<file path="src/rtl/rr_sel_arbiter_pkg.sv">
// Shared definitions for the round-robin decoder-select arbiter:
// FSM state encoding and requester/select widths.
package rr_sel_arbiter_pkg;

  localparam int NREQ  = 4;
  localparam int SEL_W = 2;

  typedef enum logic [1:0] {
    IDLE  = 2'b00,
    GRANT = 2'b01,
    GAP   = 2'b10
  } state_e;

endpackage

</file>
<file path="src/rtl/rr_sel_arbiter_pick.sv">
// rr_pick: combinational rotated-priority search. The winner is the first
// active request found searching upward from last+1 (mod NREQ), so the most
// recently served requester is always checked last.
module rr_pick
  import rr_sel_arbiter_pkg::*;
(
  input  logic [NREQ-1:0]  req,
  input  logic [SEL_W-1:0] last,
  output logic [SEL_W-1:0] win,
  output logic             any
);

  logic             found;
  logic [SEL_W-1:0] idx;

  // Walk the request vector starting one past the last winner; first hit wins.
  always_comb begin
    win   = '0;
    any   = |req;
    found = 1'b0;
    idx   = '0;
    for (int i = 1; i <= NREQ; i++) begin
      idx = last + SEL_W'(i);
      if (!found && req[idx]) begin
        win   = idx;
        found = 1'b1;
      end
    end
  end

endmodule

</file>
<file path="src/rtl/rr_sel_arbiter.sv">
// rr_sel_arbiter: four-way round-robin arbiter driving the 2-bit select and
// active-low enable of a downstream 2x4 decoder. A grant holds sel frozen
// until done, request drop, or (optionally) watchdog expiry, and is always
// followed by a one-cycle dead gap so decoder outputs never glitch.
// Optional feature: define RR_SEL_TIMEOUT_EN to build in the grant watchdog
// (8-bit counter, TIMEOUT_CYC cycles max) and its timeout pulse.
module rr_sel_arbiter
  import rr_sel_arbiter_pkg::*;
#(
  parameter int TIMEOUT_CYC = 16
) (
  input  logic             clk,
  input  logic             rst,
  input  logic [NREQ-1:0]  req,
  input  logic             done,
  output logic [SEL_W-1:0] sel,
  output logic             en_n,
  output logic             gnt_valid,
  output logic             timeout
);

  // Reject out-of-range watchdog lengths at elaboration time.
  if ((TIMEOUT_CYC < 2) || (TIMEOUT_CYC > 255)) begin : g_bad_timeout
    $error("rr_sel_arbiter: TIMEOUT_CYC must be within 2..255");
  end

  state_e           state_q, state_d;
  logic [SEL_W-1:0] sel_q, sel_d;
  logic [SEL_W-1:0] last_q, last_d;
  logic             en_n_q, en_n_d;
  logic             gnt_q, gnt_d;
  logic             timeout_q, timeout_d;

  logic [SEL_W-1:0] pick_win;
  logic             pick_any;
  logic             wd_expire;
  logic             release_grant;

  rr_pick u_pick (
    .req  (req),
    .last (last_q),
    .win  (pick_win),
    .any  (pick_any)
  );

`ifdef RR_SEL_TIMEOUT_EN
  localparam logic [7:0] WD_LAST = 8'(TIMEOUT_CYC - 1);

  logic [7:0] wd_cnt_q, wd_cnt_d;

  assign wd_expire = (state_q == GRANT) && (wd_cnt_q == WD_LAST);

  // Counter sits at zero outside GRANT, so it is clear on grant entry.
  always_comb begin
    wd_cnt_d = '0;
    if (state_q == GRANT) begin
      wd_cnt_d = wd_cnt_q + 8'd1;
    end
  end

  // Watchdog count register.
  always_ff @(posedge clk or posedge rst) begin
    if (rst) begin
      wd_cnt_q <= '0;
    end else begin
      wd_cnt_q <= wd_cnt_d;
    end
  end
`else
  assign wd_expire = 1'b0;
`endif

  // Any of done, abandoned request or watchdog ends the current grant.
  assign release_grant = done || !req[sel_q] || wd_expire;

  // Next-state and registered-output logic for IDLE / GRANT / GAP.
  always_comb begin
    state_d   = state_q;
    sel_d     = sel_q;
    last_d    = last_q;
    en_n_d    = en_n_q;
    gnt_d     = gnt_q;
    timeout_d = 1'b0;
    unique case (state_q)
      IDLE: begin
        if (pick_any) begin
          sel_d   = pick_win;
          en_n_d  = 1'b0;
          gnt_d   = 1'b1;
          state_d = GRANT;
        end else begin
          en_n_d  = 1'b1;
        end
      end
      GRANT: begin
        if (release_grant) begin
          last_d    = sel_q;
          en_n_d    = 1'b1;
          gnt_d     = 1'b0;
          // A normal release on the expiry edge takes precedence.
          timeout_d = wd_expire && !done && req[sel_q];
          state_d   = GAP;
        end
      end
      GAP: begin
        state_d = IDLE;
      end
      default: begin
        en_n_d  = 1'b1;
        gnt_d   = 1'b0;
        state_d = IDLE;
      end
    endcase
  end

  // State and output registers; reset forces the decoder disabled at once.
  always_ff @(posedge clk or posedge rst) begin
    if (rst) begin
      state_q   <= IDLE;
      sel_q     <= '0;
      last_q    <= SEL_W'(NREQ - 1);
      en_n_q    <= 1'b1;
      gnt_q     <= 1'b0;
      timeout_q <= 1'b0;
    end else begin
      state_q   <= state_d;
      sel_q     <= sel_d;
      last_q    <= last_d;
      en_n_q    <= en_n_d;
      gnt_q     <= gnt_d;
      timeout_q <= timeout_d;
    end
  end

  assign sel       = sel_q;
  assign en_n      = en_n_q;
  assign gnt_valid = gnt_q;
  assign timeout   = timeout_q;

endmodule

</file>
<file path="config.mk">
export PLATFORM = sky130hd
export DESIGN_NAME = rr_sel_arbiter
export DESIGN_NICKNAME = d
export VERILOG_FILES = /design/src/rtl/rr_sel_arbiter_pkg.sv /design/src/rtl/rr_sel_arbiter_pick.sv /design/src/rtl/rr_sel_arbiter.sv
export SDC_FILE = /design/constraint.sdc
export NUM_CORES = 1
export LEC_CHECK = 0
export BUFFER_PORTS_ARGS = -buffer_cell sky130_fd_sc_hd__buf_2
export CAP_MARGIN = 25
export CORE_AREA = 2 2 39 41
export DETAILED_ROUTE_END_ITERATION = 7
export DIE_AREA = 0 0 41 43
export PLACE_DENSITY = 0.69
export SETUP_SLACK_MARGIN = 0.02
export SLEW_MARGIN = 0
export SYNTH_ARGS = -nofsm -noshare
export SYNTH_HDL_FRONTEND = slang
export SYNTH_SLANG_ARGS = --single-unit
</file>
<file path="constraint.sdc">
create_clock -name clk -period 1.3 [get_ports clk]
set_input_delay 0.26 -clock clk [delete_from_list [all_inputs] [get_ports clk]]
set_output_delay 0.26 -clock clk [all_outputs]
set_load 0.005 [all_outputs]
</file>
==> results.yml <==
logic_synthesis:
  syn_area_um2: 469.2
  postSynthCellCount: 48
  ys_warn_count: 0
  yosysSeqAreaShare: 0.4347
  ys.flop_type: "dfrtp_1"
  syn-num-nets: 55
  synth_edf_count: 0
  synth_cell_type_count: 24
  synth_seq_cells: 8
  synth.avg_cell_area_um2: 9.775
  async_reset_ff_frac: 1.000
power_and_ir_drop:
  p_per_area_nw_per_um2: 2278
  cellLeakagePower_uw: 0.0003254
  total_power_uw: 1508
  vdd_drop_max_mv: 0.7957
floorplanning:
  die_area_um2: 1763
  boundaryPins: 12
  rows: 14
  die_h_um: 43
  initial_utilization: 0.3391
  core_um2: 1384
  die_x_um: 41
drt:
  vias: 444
  detail-route-antenna-nets: 0
  drt_iter0_drc: 2
  via_per_inst: 4.989
  drt-total-wl_um: 1061
  firstDrtPassIters: 3
  drt-wirelength-per-cell_um: 11.92
  drcViolationCount: 0
clock_network:
  worstSkewPairLatency_ns: 0.26
  clockBufferDepth: 2
  h-tree-depth: 1
  path_clk_slew_ns: 0.05
  clock-sinks: 8
  numCtsBuffers: 3
  cts_root_buf: "clkbuf_4"
  cts_tree: "done"
finish:
  drive_gt1_frac: 0.4247
  diodes: 0
  syn_to_final_growth_pct: 41.07
  nets: 81
  fillers: 125
worst_setup_path:
  arrival_ns: 1.63
  start_kind: "register"
  required_ns: 1.48
  timing.rr.start: "sel[1]$_DFFE_PP0P_"
  cp_max_fo: 3
  reg2reg_to: "last_q[1]$_DFFE_PP1P_"
  crit_type: "reg2reg"
  reg2reg_depth: 4
  end_kind: "register"
  rrSetupSlack_ns: -0.14
  startpoint: "sel[1]$_DFFE_PP0P_"
place:
  port-buffer-count: 10
  place_hpwl_um: 884.5
  gp_congestion: 0.8359
sta:
  setup_viol: 3
  setup_ws_ns: -0.1428
  maxSlewViolCount: 0
  skew_ns: 0.003443
  rsz0062_at_grt: "true"
  fmax_mhz: 693.1
  fin_crit_ns: 1.443
  finalSetupTns_ns: -0.1719
  fin_crit_sh: 1.110
  finalHoldViolations: 0
min_path:
  hp-start: "done"
  hp-class: "in2reg"
  hold-path-endpoint: "state_q[1]$_DFFE_PP0P_"
  hold_path_depth: 3
global_route:
  track_usage: 0.1586
  antenna_found_initial: 0
  overflow: 0
  grt_pass1_vias: 443
  grt_pass1_wl_um: 1794
  grt_max_degree: 9
outcome:
  failed_checks: "negative setup slack"
  status: "complete, but fails checks"
flow_run:
  maxCapViolations: 0
==> stage by stage <==
stage / hold slack, ns / cell area [µm²] / std cells / util / worst slack [ns]
after floorplan: 0.07351 / 476.7 / 48 / - / -0.1158
after global placement: 0.2148 / 621.8 / 84 / 0.4494 / -0.1018
after detailed placement: 0.2183 / 621.8 / 84 / 0.4494 / -0.1277
after CTS: 0.3806 / 658.1 / 89 / 0.4756 / -0.1408
after global routing: 0.4207 / 661.9 / 89 / 0.4783 / -0.1897
final: 0.3828 / 661.9 / 89 / 0.4783 / -0.1428
==> synthesized netlist by cell type, types with 2 or more instances <==
| library cell | number | share of area |
|---|---|---|
| nor2_1 | 5 | 0.040 |
| nand2_1 | 2 | 0.016 |
| dfstp_2 | 3 | 0.17 |
| a21o_1 | 2 | 0.032 |
| mux2_1 | 2 | 0.048 |
| inv_1 | 3 | 0.024 |
| dfrtp_1 | 5 | 0.27 |
| nand2b_1 | 4 | 0.053 |
| a21oi_1 | 3 | 0.032 |
| mux2i_1 | 2 | 0.043 |
| a2bb2oi_1 | 2 | 0.037 |
| o21ai_1 | 3 | 0.032 |
==> layout by cell type, fill, tap and decap left out, types with 4 or more instances in the layout <==
cell type	count
buf_2	10
buf_4	10
dfrtp_1	5
nand2b_1	4
nor2_1	5
o21ai_1	4
==> what timing repair did <==
item                                    CTS  global route
pin swaps                                 0             2
setup buffers                             0             0
gates resized for setup                   0             1
hold buffers                              1             0
endpoints found under the setup margin    5             7
cloned                                    0             0
hold endpoints to repair                  5             0
==> kinds of logic after synthesis <==
kind of cell	Yosys count	share of synthesized area
compound gates	17	0.2613
buf+inv	4	0.04000
flops	8	0.4347
mux	5	0.1227
other cells	1	0.007992
simple gates	13	0.1333
==> registers in the layout (all words and copies together), names as in the netlist <==
register and flops:
last_q 2, sel 2, state_q 2, gnt_valid 1
en_n 1
==> critical path: stages (launching register included) <==
cell and delay, ns:
dfrtp_1 0.42, mux2_4 0.32, a21o_1 0.17, a21oi_2 0.15, mux2_4 0.31
==> power by group <==
group	internal [µW]	total, µW	leakage [µW]	switching (µW)
Sequential	403	506	0.0000908	104
Clock	118	208	0.0000150	90.4
Combinational	474	793	0.000220	319
Total	995	1510	0.000325	513
==> per-layer routing <==
layer  global-route usage  part of all wire  vias up
met1               0.1770              0.44      208
met4               0.1200             0.032        0
met2               0.2375              0.48       12
met3              0.04712             0.045        5
met5                    0                 0        -
li1                     -                 -      219
==> worst max-delay path by stage <==
| stage | to | slack, ns | cells after the start |
|---|---|---|---|
| finish | last_q[1]$_DFFE_PP1P_ | -0.14 | 4 |
| CTS | last_q[1]$_DFFE_PP1P_ | -0.14 | 4 |
| global placement | last_q[1]$_DFFE_PP1P_ | -0.10 | 4 |
| global route | last_q[1]$_DFFE_PP1P_ | -0.19 | 4 |
| floorplan | last_q[1]$_DFFE_PP1P_ | -0.12 | 4 |
| detailed placement | last_q[1]$_DFFE_PP1P_ | -0.13 | 4 |
==> area by class of cell <==
type / instances / area, µm² / area share
multi-input combinational: 36 / 254.0 / 0.3837
sequential: 8 / 203.9 / 0.3081
timing repair buffer: 22 / 146.4 / 0.2212
clock buffer: 4 / 26.28 / 0.03970
tap: 16 / 20.02 / 0.03025
inverter: 3 / 11.26 / 0.01701
Power figures use the tool's default switching activity.
